File: config.mk
export PLATFORM = sky130hd
export DESIGN_NAME = serial_mag_comparator
export DESIGN_NICKNAME = d
export VERILOG_FILES = /design/src/rtl/serial_cmp_pkg.sv /design/src/rtl/cmp2_slice.sv /design/src/rtl/serial_mag_comparator.sv
export SDC_FILE = /design/constraint.sdc
export NUM_CORES = 1
export LEC_CHECK = 0
export CAP_MARGIN = 20
export CORE_MARGIN = 1
export CORE_UTILIZATION = 57
export CTS_BUF_LIST = sky130_fd_sc_hd__clkbuf_4
export CTS_CLUSTER_SIZE = 30
export DETAILED_ROUTE_END_ITERATION = 16
export GPL_TIMING_DRIVEN = 0
export PLACE_DENSITY_LB_ADDON = 0.2
export SYNTH_ARGS = -nofsm -noshare
export SYNTH_HDL_FRONTEND = slang
export SYNTH_HIERARCHICAL = 1
export SYNTH_SLANG_ARGS = --single-unit
File: constraint.sdc
create_clock -name clk -period 5.1 [get_ports clk]
set_clock_uncertainty 0.1 [all_clocks]
set_input_delay 1.275 -clock clk [delete_from_list [all_inputs] [get_ports clk]]
set_output_delay 1.275 -clock clk [all_outputs]
set_load 0.005 [all_outputs]
File: src/rtl/serial_cmp_pkg.sv
`default_nettype none
// ============================================================================
// Module      : serial_cmp_pkg
// Description : Shared types and constants for the serial magnitude comparator.
// Revision    : 1.0 - initial release
// ============================================================================
package serial_cmp_pkg;

    typedef enum logic [1:0] {
        ST_IDLE = 2'd0,
        ST_RUN  = 2'd1,
        ST_DONE = 2'd2
    } state_t;

    localparam int DEFAULT_WIDTH = 8;

    // Result vector ordering is {eq, gt, lt}.
    localparam logic [2:0] RES_NONE = 3'b000;
    localparam logic [2:0] RES_EQ   = 3'b100;
    localparam logic [2:0] RES_GT   = 3'b010;
    localparam logic [2:0] RES_LT   = 3'b001;

endpackage : serial_cmp_pkg
`default_nettype wire

File: src/rtl/cmp2_slice.sv
`default_nettype none
// ============================================================================
// Module      : cmp2_slice
// Description : Gate-level 2-bit magnitude comparator (eq / gt / lt).
// Revision    : 1.0 - initial release
// ============================================================================
module cmp2_slice (
    input  logic [1:0] a,
    input  logic [1:0] b,
    output logic       eq,
    output logic       gt,
    output logic       lt
);

    logic w_e1;
    logic w_e0;

    assign w_e1 = ~(a[1] ^ b[1]);
    assign w_e0 = ~(a[0] ^ b[0]);

    assign eq = w_e1 & w_e0;
    assign gt = (a[1] & ~b[1]) | (w_e1 & a[0] & ~b[0]);
    assign lt = (~a[1] & b[1]) | (w_e1 & ~a[0] & b[0]);

endmodule : cmp2_slice
`default_nettype wire

File: src/rtl/serial_mag_comparator.sv
`default_nettype none
// ============================================================================
// Module      : serial_mag_comparator
// Description : Compares two WIDTH-bit operands two bits per cycle, MSB first.
//               Optional macro SERIAL_CMP_EARLY_EXIT_EN ends the run on the
//               first unequal slice.
// Revision    : 1.0 - initial release
// ============================================================================
module serial_mag_comparator
    import serial_cmp_pkg::*;
#(
    parameter int WIDTH = DEFAULT_WIDTH
) (
    input  logic             clk,
    input  logic             rst,
    input  logic             start,
    input  logic [WIDTH-1:0] a,
    input  logic [WIDTH-1:0] b,
    output logic             busy,
    output logic             done,
    output logic             eq,
    output logic             gt,
    output logic             lt
);

    localparam int              IDX_W    = (WIDTH > 2) ? $clog2(WIDTH / 2) : 1;
    localparam logic [IDX_W-1:0] LAST_IDX = IDX_W'(WIDTH / 2 - 1);

    state_t           state_q, state_d;
    logic [WIDTH-1:0] a_q, a_d;
    logic [WIDTH-1:0] b_q, b_d;
    logic [IDX_W-1:0] idx_q, idx_d;
    logic             decided_q, decided_d;
    logic [1:0]       gl_q, gl_d;        // recorded {gt, lt} of the deciding slice
    logic [2:0]       res_q, res_d;

    logic [1:0] w_a_slice;
    logic [1:0] w_b_slice;
    logic       w_s_eq;
    logic       w_s_gt;
    logic       w_s_lt;
    logic       w_first_diff;
    logic       w_decided_now;
    logic [1:0] w_gl_now;
    logic       w_finish;

    assign w_a_slice = a_q[{idx_q, 1'b0} +: 2];
    assign w_b_slice = b_q[{idx_q, 1'b0} +: 2];

    cmp2_slice u_slice (
        .a  (w_a_slice),
        .b  (w_b_slice),
        .eq (w_s_eq),
        .gt (w_s_gt),
        .lt (w_s_lt)
    );

    assign w_first_diff  = ~decided_q & ~w_s_eq;
    assign w_decided_now = decided_q | ~w_s_eq;
    assign w_gl_now      = decided_q ? gl_q : {w_s_gt, w_s_lt};

`ifdef SERIAL_CMP_EARLY_EXIT_EN
    assign w_finish = (idx_q == '0) | w_first_diff;
`else
    assign w_finish = (idx_q == '0);
`endif

    always_comb begin
        state_d   = state_q;
        a_d       = a_q;
        b_d       = b_q;
        idx_d     = idx_q;
        decided_d = decided_q;
        gl_d      = gl_q;
        res_d     = res_q;

        case (state_q)
            ST_IDLE, ST_DONE: begin
                if (start) begin
                    a_d       = a;
                    b_d       = b;
                    idx_d     = LAST_IDX;
                    decided_d = 1'b0;
                    gl_d      = 2'b00;
                    state_d   = ST_RUN;
                end else begin
                    state_d   = ST_IDLE;
                end
            end
            ST_RUN: begin
                if (w_first_diff) begin
                    decided_d = 1'b1;
                    gl_d      = {w_s_gt, w_s_lt};
                end
                if (w_finish) begin
                    state_d = ST_DONE;
                    res_d   = w_decided_now ? {1'b0, w_gl_now} : RES_EQ;
                end else begin
                    idx_d   = idx_q - 1'b1;
                end
            end
            default: begin
                state_d = ST_IDLE;
            end
        endcase
    end

    always_ff @(posedge clk or posedge rst) begin
        if (rst) begin
            state_q   <= ST_IDLE;
            a_q       <= '0;
            b_q       <= '0;
            idx_q     <= '0;
            decided_q <= 1'b0;
            gl_q      <= 2'b00;
            res_q     <= RES_NONE;
        end else begin
            state_q   <= state_d;
            a_q       <= a_d;
            b_q       <= b_d;
            idx_q     <= idx_d;
            decided_q <= decided_d;
            gl_q      <= gl_d;
            res_q     <= res_d;
        end
    end

    assign busy = (state_q == ST_RUN);
    assign done = (state_q == ST_DONE);
    assign eq   = res_q[2];
    assign gt   = res_q[1];
    assign lt   = res_q[0];

endmodule : serial_mag_comparator
`default_nettype wire
==> key figures <==
Yosys
  • Synth Area per Inst: 9.804 sq um
  • Mapped cell area: 0.001255 sq mm
  • Register area share after synthesis: 51.84%
  • Post-Syn Instances: 128
  • Register bit total from synthesis: 26
  • Synthesized Nets: 150
  • Syn. warnings: 6
  • Netlist cell types: 23

Layout
  • Share of cells above drive strength 1: 10.26%
  • Non-filler cells, final: 183
  • Design area: 0.001599 sq mm
  • Antenna diodes: 0
  • Layout Nets: 179
  • Commonest non-fill, non-tap cells in the layout: nand2_1, dfrtp_1, clkdlybuf4s50_1
  • Final core utilization: 79.08%
  • Area growth, synth to finish: 27.42%
  • Commonest non-fill, non-tap cell in the layout: nand2_1

Pwr
  • Switch Pwr: 0.3706 mW
  • Clk pwr share: 14.2%
  • Maximum vdd ir drop: 0.3735 mV
  • P_int: 0.6248 mW
  • Pwr dens: 622.5 mW/mm^2
  • Leakage: 0.7843 nW
  • Flop pwr share: 36.8%
  • Combinational fraction of design power: 48.9%
  • Sw Ratio: 37.23%

STA
  • Relative slew margins: 77.98%
  • Min Tclk post-route: 2844 ps
  • Final Hold Viols: 0
  • Setup TNS Final: 0 ps
  • RSZ-0062 raised after global routing: false
  • FMAX: 351.6 MHz
  • Worst-margin pin slew: 328.9 ps
  • Final Setup Violations: 0
  • Slew Limit Fails: 0
  • Final worst-path cycle share: 55.77%

Routing
  • First drt pass iteration count: 4
  • Antenna Nets Post-Route: 0
  • Vias per std cell: 5.235
  • DRT Wirelength: 2368 um
  • Vias: 958
  • DR iter-0 viols: 17
  • WL per Instance: 12.94 um
  • Residual DRC: 0

Critical path
  • Max incr delay on CP: 480 ps
  • Crit. End Element: output pin
  • CP arrival: 1470 ps
  • Reg2Reg Setup Slack: 2770 ps
  • CP Class: reg2out
  • CP bufs+invs: 1
  • Delay-heaviest family, CP: buffers and inverters
  • Slowest CP cell: clkdlybuf4s50_1
  • Crit-path cells: and2b_1 > clkdlybuf4s50_1
  • Crit Path Max Fanout: 7
  • CP startpoint kind: flop
  • CP Data Required Time: 3720 ps

Clock tree
  • Clock Latency Late Sink: 320 ps
  • CTS Buf Count: 3
  • H-tree levels: 1
  • Clk root buf: clkbuf_4
  • Hold buffers post-CTS: 0
  • CTS tree: built
  • Sink Count: 26
  • Clock transition at the registers of the reported paths: 140 ps
  • Clock Tree Buf Depth: 2
  • Cts repair resizes: 0
  • Post-CTS Repair Setup Buffers: 0

Die
  • Die Height: 48.92 um
  • Die outline width: 48.92 um
  • Core footprint: 0.002022 sq mm
  • Die area: 0.002393 sq mm
  • Num rows: 16
  • IO Pins: 24
  • Initial Util: 62.07%

GRT
  • Initial antenna violation count: 0
  • First-pass GRT wire length: 4215 um
  • Number of global-route vias before repair: 934
  • Gr ovfl total: 0
  • Pin count of the biggest net entering global routing: 27
  • Tot GR Track Use: 23.41%

Outcome
  • Status: complete, no violations

Placed design
  • RD Place Congestion: 0.8333
  • Count of input and output buffers: 23
  • Post-Place Cell Area: 0.001519 sq mm
  • Placed Cells: 178
  • Hpwl dp: 1697 um

Flow run
  • Total of max-cap violations: 0

Min path
  • HP Class: reg2reg
[cell type report]
cell class | instances | area [sq um]
Sequential cell | 26 | 650.6
Multi-Input combinational cell | 90 | 529.3
Fill cell | 122 | 422.9
Timing Repair Buffer | 24 | 257.7
Buffer | 5 | 48.80
Tap cell | 27 | 33.78
Clock inverter | 1 | 30.03
Inverter | 7 | 26.28
Clock buffer | 3 | 22.52
[path summary, 6_finish.rpt]
kind | startpoint | to | cells past startpoint
worst min-delay path | a_q[5] | a_q[5] | 2
worst max-delay path | state_q[0] | done | 2
worst max register to register | idx_q[0] | gl_q[1] | 7
worst min register to register | a_q[5] | a_q[5] | 2
min in group asynchronous | rst | gl_q[1] | 2
max in group asynchronous | rst | a_q[7] | 3
[synthesized netlist by cell type]
master	instances	share of area, %
nand3b_1	1	0.60
o21ai_1	5	2.0
and2_1	1	0.50
buf_4	2	1.2
or2_1	1	0.50
nor3b_2	1	1.0
ha_1	3	3.0
mux4_2	4	7.2
nor4b_4	1	1.9
xnor2_1	1	0.70
buf_6	3	2.7
nor3_1	2	0.80
inv_1	7	2.1
nor2b_1	2	1.0
a31o_1	1	0.70
o21bai_1	1	0.60
nand2_1	56	17
a21o_1	1	0.60
nand2b_1	2	1.0
a21oi_1	4	1.6
dfrtp_1	26	52
and2b_1	1	0.60
nor3b_1	2	1.2
[metrics by stage]
step	worst slack [ps]	hold slack (ps)	total power, mW
floorplan	3036	339.6	0.7160
global placement	2550	354.4	0.8141
detailed placement	2522	369.3	0.8474
CTS	2240	403.7	0.9972
global route	2201	432.5	1.067
finish	2256	399.4	0.9955
[registers in the layout, summed over array words and instances (netlist names)]
register	count
decided_q	1
a_q	8
b_q	8
gl_q	2
idx_q	2
res_q	3
state_q	2
[power groups by stage]
stage	Combinational (mW)	Clock [mW]	Sequential [mW]
finish	0.487	0.142	0.367
global route	0.537	0.151	0.379
CTS	0.485	0.145	0.366
detailed placement	0.477	0	0.371
global placement	0.452	0	0.363
floorplan	0.366	0	0.350
[layer usage]
metal  track usage (%)  vias up  wire [um]
met5                 0        -          0
met3             4.050        4         70
met2             39.81       26       1222
li1                  -      467          -
met4             10.29        0         44
met1             29.26      461       1030
[worst min-delay path, cell delays in order, from the launching register on]
cell and delay, ps:
dfrtp_1 370, nand2_1 50, nand2_1 60
[kinds of logic (layout without fill, tap and decap cells)]
group           Yosys count  in the layout  share of synthesized area [%]
xor+xnor                  1              1                         0.6980
fa+ha+maj                 3              3                          2.991
buf+inv                  12             40                          5.982
mux                       4              4                          7.179
simple gates             70             70                          25.82
flops                    26             26                          51.84
compound gates           12             12                          5.484
(Power assumes the default switching activity.)
